**src/rtl/stopwatch_cmd_sequencer_if.sv**
```systemverilog
// Button/status inputs and command outputs shared between the board front end and the stopwatch sequencer.
interface stopwatch_cmd_sequencer_if;
    logic       btn_start;
    logic       btn_stop;
    logic       btn_reset;
    logic       btn_lap;
    logic [1:0] status;
    logic       cmd_start;
    logic       cmd_stop;
    logic       cmd_reset;
    logic       cmd_lap;
    logic       cmd_drop;
    logic       busy;

    modport master (
        output btn_start, btn_stop, btn_reset, btn_lap, status,
        input  cmd_start, cmd_stop, cmd_reset, cmd_lap, cmd_drop, busy
    );

    modport slave (
        input  btn_start, btn_stop, btn_reset, btn_lap, status,
        output cmd_start, cmd_stop, cmd_reset, cmd_lap, cmd_drop, busy
    );
endinterface

```
**src/rtl/stopwatch_cmd_sequencer.sv**
```systemverilog
// Push-button front end: sync, debounce, rise detect, priority arbitration against FSM status,
// one-cycle command pulses with a post-command lockout.
module stopwatch_cmd_sequencer #(
    parameter int DEBOUNCE_CYCLES = 4,
    parameter int LOCKOUT_CYCLES  = 2
) (
    input  logic                      clk,
    input  logic                      rst_n,
    stopwatch_cmd_sequencer_if.slave  bus
);

    localparam int CW = (DEBOUNCE_CYCLES > 1) ? $clog2(DEBOUNCE_CYCLES + 1) : 1;
    localparam int LW = (LOCKOUT_CYCLES > 0) ? $clog2(LOCKOUT_CYCLES + 1) : 1;
    localparam logic [CW-1:0] DB_LAST   = CW'(DEBOUNCE_CYCLES - 1);
    localparam logic [LW-1:0] LOCK_LOAD = LW'(LOCKOUT_CYCLES);

    // Bit order for all per-button vectors: 0 start, 1 stop, 2 reset, 3 lap.
    localparam int B_START = 0;
    localparam int B_STOP  = 1;
    localparam int B_RESET = 2;
    localparam int B_LAP   = 3;

    logic [3:0]    btn_raw;
    logic [3:0]    sync1, sync2;
    logic [3:0]    stable, stable_d;
    logic [CW-1:0] db_cnt [4];
    logic [3:0]    pend, pend_nxt, pend_clr;
    logic [LW-1:0] lock, lock_nxt;
    logic [4:0]    cmd_q, cmd_nxt;
    logic          busy_q, busy_nxt;
    logic          start_ok, run_ok;

    assign btn_raw = {bus.btn_lap, bus.btn_reset, bus.btn_stop, bus.btn_start};

    assign start_ok = (bus.status == 2'b00) || (bus.status == 2'b10);
    assign run_ok   = (bus.status == 2'b01);

    // One request handled per cycle; an invalid request is dropped without consuming lockout.
    always_comb begin
        pend_clr = '0;
        cmd_nxt  = '0;
        lock_nxt = (lock != '0) ? lock - LW'(1) : lock;
        if (lock == '0) begin
            if (pend[B_RESET]) begin
                cmd_nxt[B_RESET] = 1'b1;
                pend_clr         = 4'b1111;
                lock_nxt         = LOCK_LOAD;
            end else if (pend[B_STOP]) begin
                pend_clr[B_STOP] = 1'b1;
                if (run_ok) begin
                    cmd_nxt[B_STOP] = 1'b1;
                    lock_nxt        = LOCK_LOAD;
                end else begin
                    cmd_nxt[4] = 1'b1;
                end
            end else if (pend[B_START]) begin
                pend_clr[B_START] = 1'b1;
                if (start_ok) begin
                    cmd_nxt[B_START] = 1'b1;
                    lock_nxt         = LOCK_LOAD;
                end else begin
                    cmd_nxt[4] = 1'b1;
                end
            end else if (pend[B_LAP]) begin
                pend_clr[B_LAP] = 1'b1;
                if (run_ok) begin
                    cmd_nxt[B_LAP] = 1'b1;
                    lock_nxt       = LOCK_LOAD;
                end else begin
                    cmd_nxt[4] = 1'b1;
                end
            end
        end
        pend_nxt = (pend & ~pend_clr) | (stable & ~stable_d);
        busy_nxt = (|pend_nxt) || (lock_nxt != '0);
    end

    always_ff @(posedge clk) begin
        if (!rst_n) begin
            sync1    <= '0;
            sync2    <= '0;
            stable   <= '0;
            stable_d <= '0;
            pend     <= '0;
            lock     <= '0;
            cmd_q    <= '0;
            busy_q   <= 1'b0;
            for (int i = 0; i < 4; i++) db_cnt[i] <= '0;
        end else begin
            sync1    <= btn_raw;
            sync2    <= sync1;
            stable_d <= stable;
            for (int i = 0; i < 4; i++) begin
                if (sync2[i] == stable[i]) begin
                    db_cnt[i] <= '0;
                end else if (db_cnt[i] == DB_LAST) begin
                    stable[i] <= sync2[i];
                    db_cnt[i] <= '0;
                end else begin
                    db_cnt[i] <= db_cnt[i] + CW'(1);
                end
            end
            pend   <= pend_nxt;
            lock   <= lock_nxt;
            cmd_q  <= cmd_nxt;
            busy_q <= busy_nxt;
        end
    end

    assign bus.cmd_start = cmd_q[B_START];
    assign bus.cmd_stop  = cmd_q[B_STOP];
    assign bus.cmd_reset = cmd_q[B_RESET];
    assign bus.cmd_lap   = cmd_q[B_LAP];
    assign bus.cmd_drop  = cmd_q[4];
    assign bus.busy      = busy_q;

endmodule

```
**src/flat_wrapper.sv**
```systemverilog
// flat-port wrapper written by rule: the top's interface ports become plain ports
module stopwatch_cmd_sequencer_flat 
#(
    parameter int DEBOUNCE_CYCLES = 4,
    parameter int LOCKOUT_CYCLES  = 2
)
  (clk, rst_n, bus_btn_start, bus_btn_stop, bus_btn_reset, bus_btn_lap, bus_status, bus_cmd_start, bus_cmd_stop, bus_cmd_reset, bus_cmd_lap, bus_cmd_drop, bus_busy);
  stopwatch_cmd_sequencer_if bus_i ();
  input  logic clk;
  input  logic rst_n;
  input wire logic [$bits(bus_i.btn_start)-1:0] bus_btn_start;
  input wire logic [$bits(bus_i.btn_stop)-1:0] bus_btn_stop;
  input wire logic [$bits(bus_i.btn_reset)-1:0] bus_btn_reset;
  input wire logic [$bits(bus_i.btn_lap)-1:0] bus_btn_lap;
  input wire logic [$bits(bus_i.status)-1:0] bus_status;
  output wire logic [$bits(bus_i.cmd_start)-1:0] bus_cmd_start;
  output wire logic [$bits(bus_i.cmd_stop)-1:0] bus_cmd_stop;
  output wire logic [$bits(bus_i.cmd_reset)-1:0] bus_cmd_reset;
  output wire logic [$bits(bus_i.cmd_lap)-1:0] bus_cmd_lap;
  output wire logic [$bits(bus_i.cmd_drop)-1:0] bus_cmd_drop;
  output wire logic [$bits(bus_i.busy)-1:0] bus_busy;
  assign bus_i.btn_start = bus_btn_start;
  assign bus_i.btn_stop = bus_btn_stop;
  assign bus_i.btn_reset = bus_btn_reset;
  assign bus_i.btn_lap = bus_btn_lap;
  assign bus_i.status = bus_status;
  assign bus_cmd_start = bus_i.cmd_start;
  assign bus_cmd_stop = bus_i.cmd_stop;
  assign bus_cmd_reset = bus_i.cmd_reset;
  assign bus_cmd_lap = bus_i.cmd_lap;
  assign bus_cmd_drop = bus_i.cmd_drop;
  assign bus_busy = bus_i.busy;
  stopwatch_cmd_sequencer #(.DEBOUNCE_CYCLES(DEBOUNCE_CYCLES), .LOCKOUT_CYCLES(LOCKOUT_CYCLES)) u_core (.clk(clk), .rst_n(rst_n), .bus(bus_i));
endmodule
```
**config.mk**
```make
export PLATFORM = sky130hd
export DESIGN_NAME = stopwatch_cmd_sequencer_flat
export DESIGN_NICKNAME = d
export VERILOG_FILES = /design/src/rtl/stopwatch_cmd_sequencer_if.sv /design/src/rtl/stopwatch_cmd_sequencer.sv /design/src/flat_wrapper.sv
export SDC_FILE = /design/constraint.sdc
export NUM_CORES = 1
export LEC_CHECK = 0
export CAP_MARGIN = 20
export CORE_ASPECT_RATIO = 1.5
export CORE_MARGIN = 8
export CORE_UTILIZATION = 50
export CTS_CLUSTER_DIAMETER = 80
export DETAILED_ROUTE_END_ITERATION = 6
export PLACE_DENSITY_LB_ADDON = 0.08
export SLEW_MARGIN = 30
export SYNTH_ARGS = -nofsm -noshare
export SYNTH_HDL_FRONTEND = slang
export SYNTH_SLANG_ARGS = --single-unit
```
**constraint.sdc**
```tcl
create_clock -name clk -period 1.31 [get_ports clk]
set_clock_uncertainty 0.05 [all_clocks]
set_input_delay 0.262 -clock clk [delete_from_list [all_inputs] [get_ports clk]]
set_output_delay 0.262 -clock clk [all_outputs]
set_load 0.03 [all_outputs]
```
==> flow_metrics.env <==
export IMPL_status="finished with violations"
export IMPL_violations="negative setup slack"
export IMPL_place_inst=218
export IMPL_fmax_ghz=0.7591
export IMPL_cp_end_kind="register"
export IMPL_hold_depth=2
export IMPL_pwr_share_comb=0.056
export IMPL_die_y_um=84.83
export IMPL_final_period_utilization=1.006
export IMPL_finalHoldViolCount=0
export IMPL_io_pins=14
export IMPL_critPathLaunchType="register"
export IMPL_clkPwrFrac=0.426
export IMPL_worst_r2r_setup_slack_ns=-0.007
export IMPL_synthArstFlopShare=0
export IMPL_htree_levels=2
export IMPL_critPathRequiredTime_ns=1.44
export IMPL_cp_slowest_cell="dfxtp_4"
export IMPL_syn_area_sq_um=1579
export IMPL_ant_nets=0
export IMPL_cts_buffers=5
export IMPL_grt_pass1_wl_um=4395
export IMPL_p_sw_w=0.0004874
export IMPL_rsz0062_at_grt="yes"
export IMPL_whs_endpoint="u_core.cmd_q[0]"
export IMPL_cp_top_family="compound AO/OA/AOI/OAI gates"
export IMPL_cts_sinks=40
export IMPL_synth_most_common_cell="dfxtp_1"
export IMPL_maxCapViolations=0
export IMPL_drive_gt1_frac=0.3196
export IMPL_routed_wl_um=2607
export IMPL_clk_latency_ns=0.29
export IMPL_vias=1068
export IMPL_syn_to_final_growth_pct=39.14
export IMPL_cts_root_buf="clkbuf_8"
export IMPL_reg2reg_depth=4
export IMPL_drt_iter0_markers=13
export IMPL_power_leakage_nw=0.9712
export IMPL_wire_per_inst_um=11.14
export IMPL_power_frac_seq=0.518
export IMPL_finalNetCount=209
export IMPL_rows=25
export IMPL_path_class="reg2reg"
export IMPL_grt_total_usage=0.1130
export IMPL_ys_top_cells_by_area="dfxtp_1 (35%), edfxtp_1 (23%), ha_1 (6.3%)"
export IMPL_rr_endpoint="u_core.bus.busy"
export IMPL_hold_class="in2reg"
export IMPL_power_per_cell_area_nw_per_um2=1155
export IMPL_p_int_w=0.002051
export IMPL_p_total_w=0.002538
export IMPL_portBuffers=13
export IMPL_synthFlopType="dfxtp_1"
export IMPL_slew_viol_final=0
export IMPL_rr_startpoint="u_core.pend[2]"
export IMPL_min_from="bus_status[0]"
export IMPL_overflow=0
export IMPL_yosysWarningCount=0
export IMPL_core_sq_um=3097
export IMPL_cts_hold_buf=0
export IMPL_grt_max_degree=13
export IMPL_worstPathArrival_ns=1.45
export IMPL_path_cells="buf_4 -> a211oi_2 -> a21oi_2 -> o41a_1"
export IMPL_dp_hpwl_um=1844
export IMPL_cp_max_fo=6
export IMPL_cts_tree="yes"
export IMPL_antenna_found_initial=0
export IMPL_ys_top_cells_by_count="dfxtp_1 (28), nor2_1 (17), and2_1 (15), edfxtp_1 (12), inv_1 (11)"
export IMPL_syn_inst=143
export IMPL_drc=0
export IMPL_ys_seq_elements=40
export IMPL_start_util=0.5099
export IMPL_critical_path_max_stage_delay_ns=0.37
export IMPL_setup_viol=1
export IMPL_die_w_um=61.89
export IMPL_clk_pin_slew_worst_paths_ns=0.07
export IMPL_num_antenna_cells=0
export IMPL_cts_buffer_depth=2
export IMPL_fin_cells=234
export IMPL_critPathBufInv=1
export IMPL_syn_avg_cell_area_sq_um=11.04
export IMPL_postLayoutSetupSlackWorst_ns=-0.007424
export IMPL_viasPerCell=4.564
export IMPL_synth_top_area_cell="dfxtp_1"
export IMPL_first_pass_iters=4
export IMPL_yosysTopAreaCellShare=0.3550
export IMPL_irDropWorstVdd_uv=873.3
export IMPL_die_area_sq_um=5249
export IMPL_swShare=0.1920
export IMPL_place_congestion=0.7548
export IMPL_synth_edff_count=12
export IMPL_min_period_ns=1.317
export IMPL_synth_cell_type_count=28
export IMPL_ys_seq_area_frac=0.5832
export IMPL_grt_pass1_vias=1047
[flip-flops by register name, summed over array words and instances (netlist names)]
name	count
u_core.pend	4
u_core.db_cnt	12
u_core.stable_d	4
u_core.sync2	4
u_core.lock	2
u_core.sync1	4
u_core.cmd_q	5
u_core.stable	4
u_core.bus.busy	1
[what timing repair did]
action | 4_1_cts | 5_1_grt
pin swaps | 17 | 11
setup buffers | 8 | 0
resized for setup | 28 | 22
cloned | 0 | 0
setup endpoints to repair | 18 | 16
[power by group through the flow]
stage	logic [W]	registers [W]	clock network, W
after global placement	0.000115	0.00135	0
final	0.000142	0.00132	0.00108
after floorplan	0.0000662	0.00135	0
after CTS	0.000132	0.00132	0.00111
after global routing	0.000162	0.00132	0.00117
after detailed placement	0.000119	0.00135	0
[logic make-up (layout without fill, tap and decap cells)]
group           after synthesis  after routing  synth area share
mux                           4              4           0.02536
compound gates               13             13           0.05468
flops                        40             40            0.5832
simple gates                 58             58            0.2100
other cells                   1             12          0.002375
fa+ha+maj                     8              8           0.06339
buf+inv                      14             54           0.03328
xor+xnor                      5              5           0.02773
[worst max path at each step]
| stage | cells after the start | endpoint | startpoint |
|---|---|---|---|
| after detailed placement | 5 | u_core.bus.busy | bus_status[0] |
| after global routing | 5 | u_core.bus.busy | u_core.lock[0] |
| final | 4 | u_core.bus.busy | u_core.pend[2] |
| after CTS | 4 | u_core.bus.busy | u_core.pend[1] |
| after floorplan | 4 | u_core.bus.busy | u_core.pend[0] |
| after global placement | 5 | u_core.bus.busy | bus_status[0] |
[final cells by class]
cell class	count	area [sq um]
sequential	40	938.4
clock inverter	1	30.03
inverter	11	41.29
clock buffer	7	96.34
tap	40	50.05
timing repair buffer	35	282.8
multi-input combinational	100	758.2
fill	242	899.6
[layer usage]
| layer | part of all wire | GRT usage | wire length, um |
|---|---|---|---|
| met2 | 0.50 | 0.1826 | 1313 |
| met1 | 0.43 | 0.1167 | 1113 |
| met5 | 0 | 0 | 0 |
| met3 | 0.041 | 0.04236 | 106 |
| met4 | 0.028 | 0.06875 | 74 |
[through the flow]
step	worst slack, ns	area [sq um]	setup TNS (ns)	hold WS (ns)	utilization
2_1_floorplan	0.01192	1629	0	0.2881	-
3_3_place_gp	-0.3529	1901	-1.643	0.3698	0.6137
3_5_place_dp	-0.4146	1901	-1.970	0.3783	0.6137
4_1_cts	-0.02630	2140	-0.03009	0.2694	0.6909
5_1_grt	-0.05718	2197	-0.3123	0.2587	0.7095
6_report	-0.007424	2197	-0.007424	0.2791	0.7095
[layout by cell type (no fill, tap or decap), types with 2 or more instances in the layout]
| master | netlist | final |
|---|---|---|
| ha_2 | 0 | 3 |
| buf_4 | 0 | 20 |
| dfxtp_2 | 0 | 2 |
| conb_1 | 1 | 12 |
| clkdlybuf4s50_1 | 0 | 6 |
| and3_1 | 2 | 2 |
| o21ai_1 | 0 | 2 |
| inv_1 | 11 | 11 |
| nor2_4 | 0 | 2 |
| dfxtp_4 | 0 | 4 |
| dfxtp_1 | 28 | 22 |
| xor2_1 | 5 | 5 |
| nor2_1 | 17 | 15 |
| o21ai_2 | 0 | 2 |
| edfxtp_1 | 12 | 12 |
| clkbuf_2 | 0 | 4 |
| buf_6 | 0 | 3 |
| ha_4 | 0 | 5 |
| nor2b_1 | 10 | 9 |
| nand3b_1 | 5 | 5 |
| and2_2 | 2 | 2 |
| clkbuf_8 | 0 | 7 |
| mux2i_1 | 4 | 4 |
| a21oi_1 | 4 | 3 |
| and2_1 | 15 | 15 |
Power figures use the tool's default switching activity.
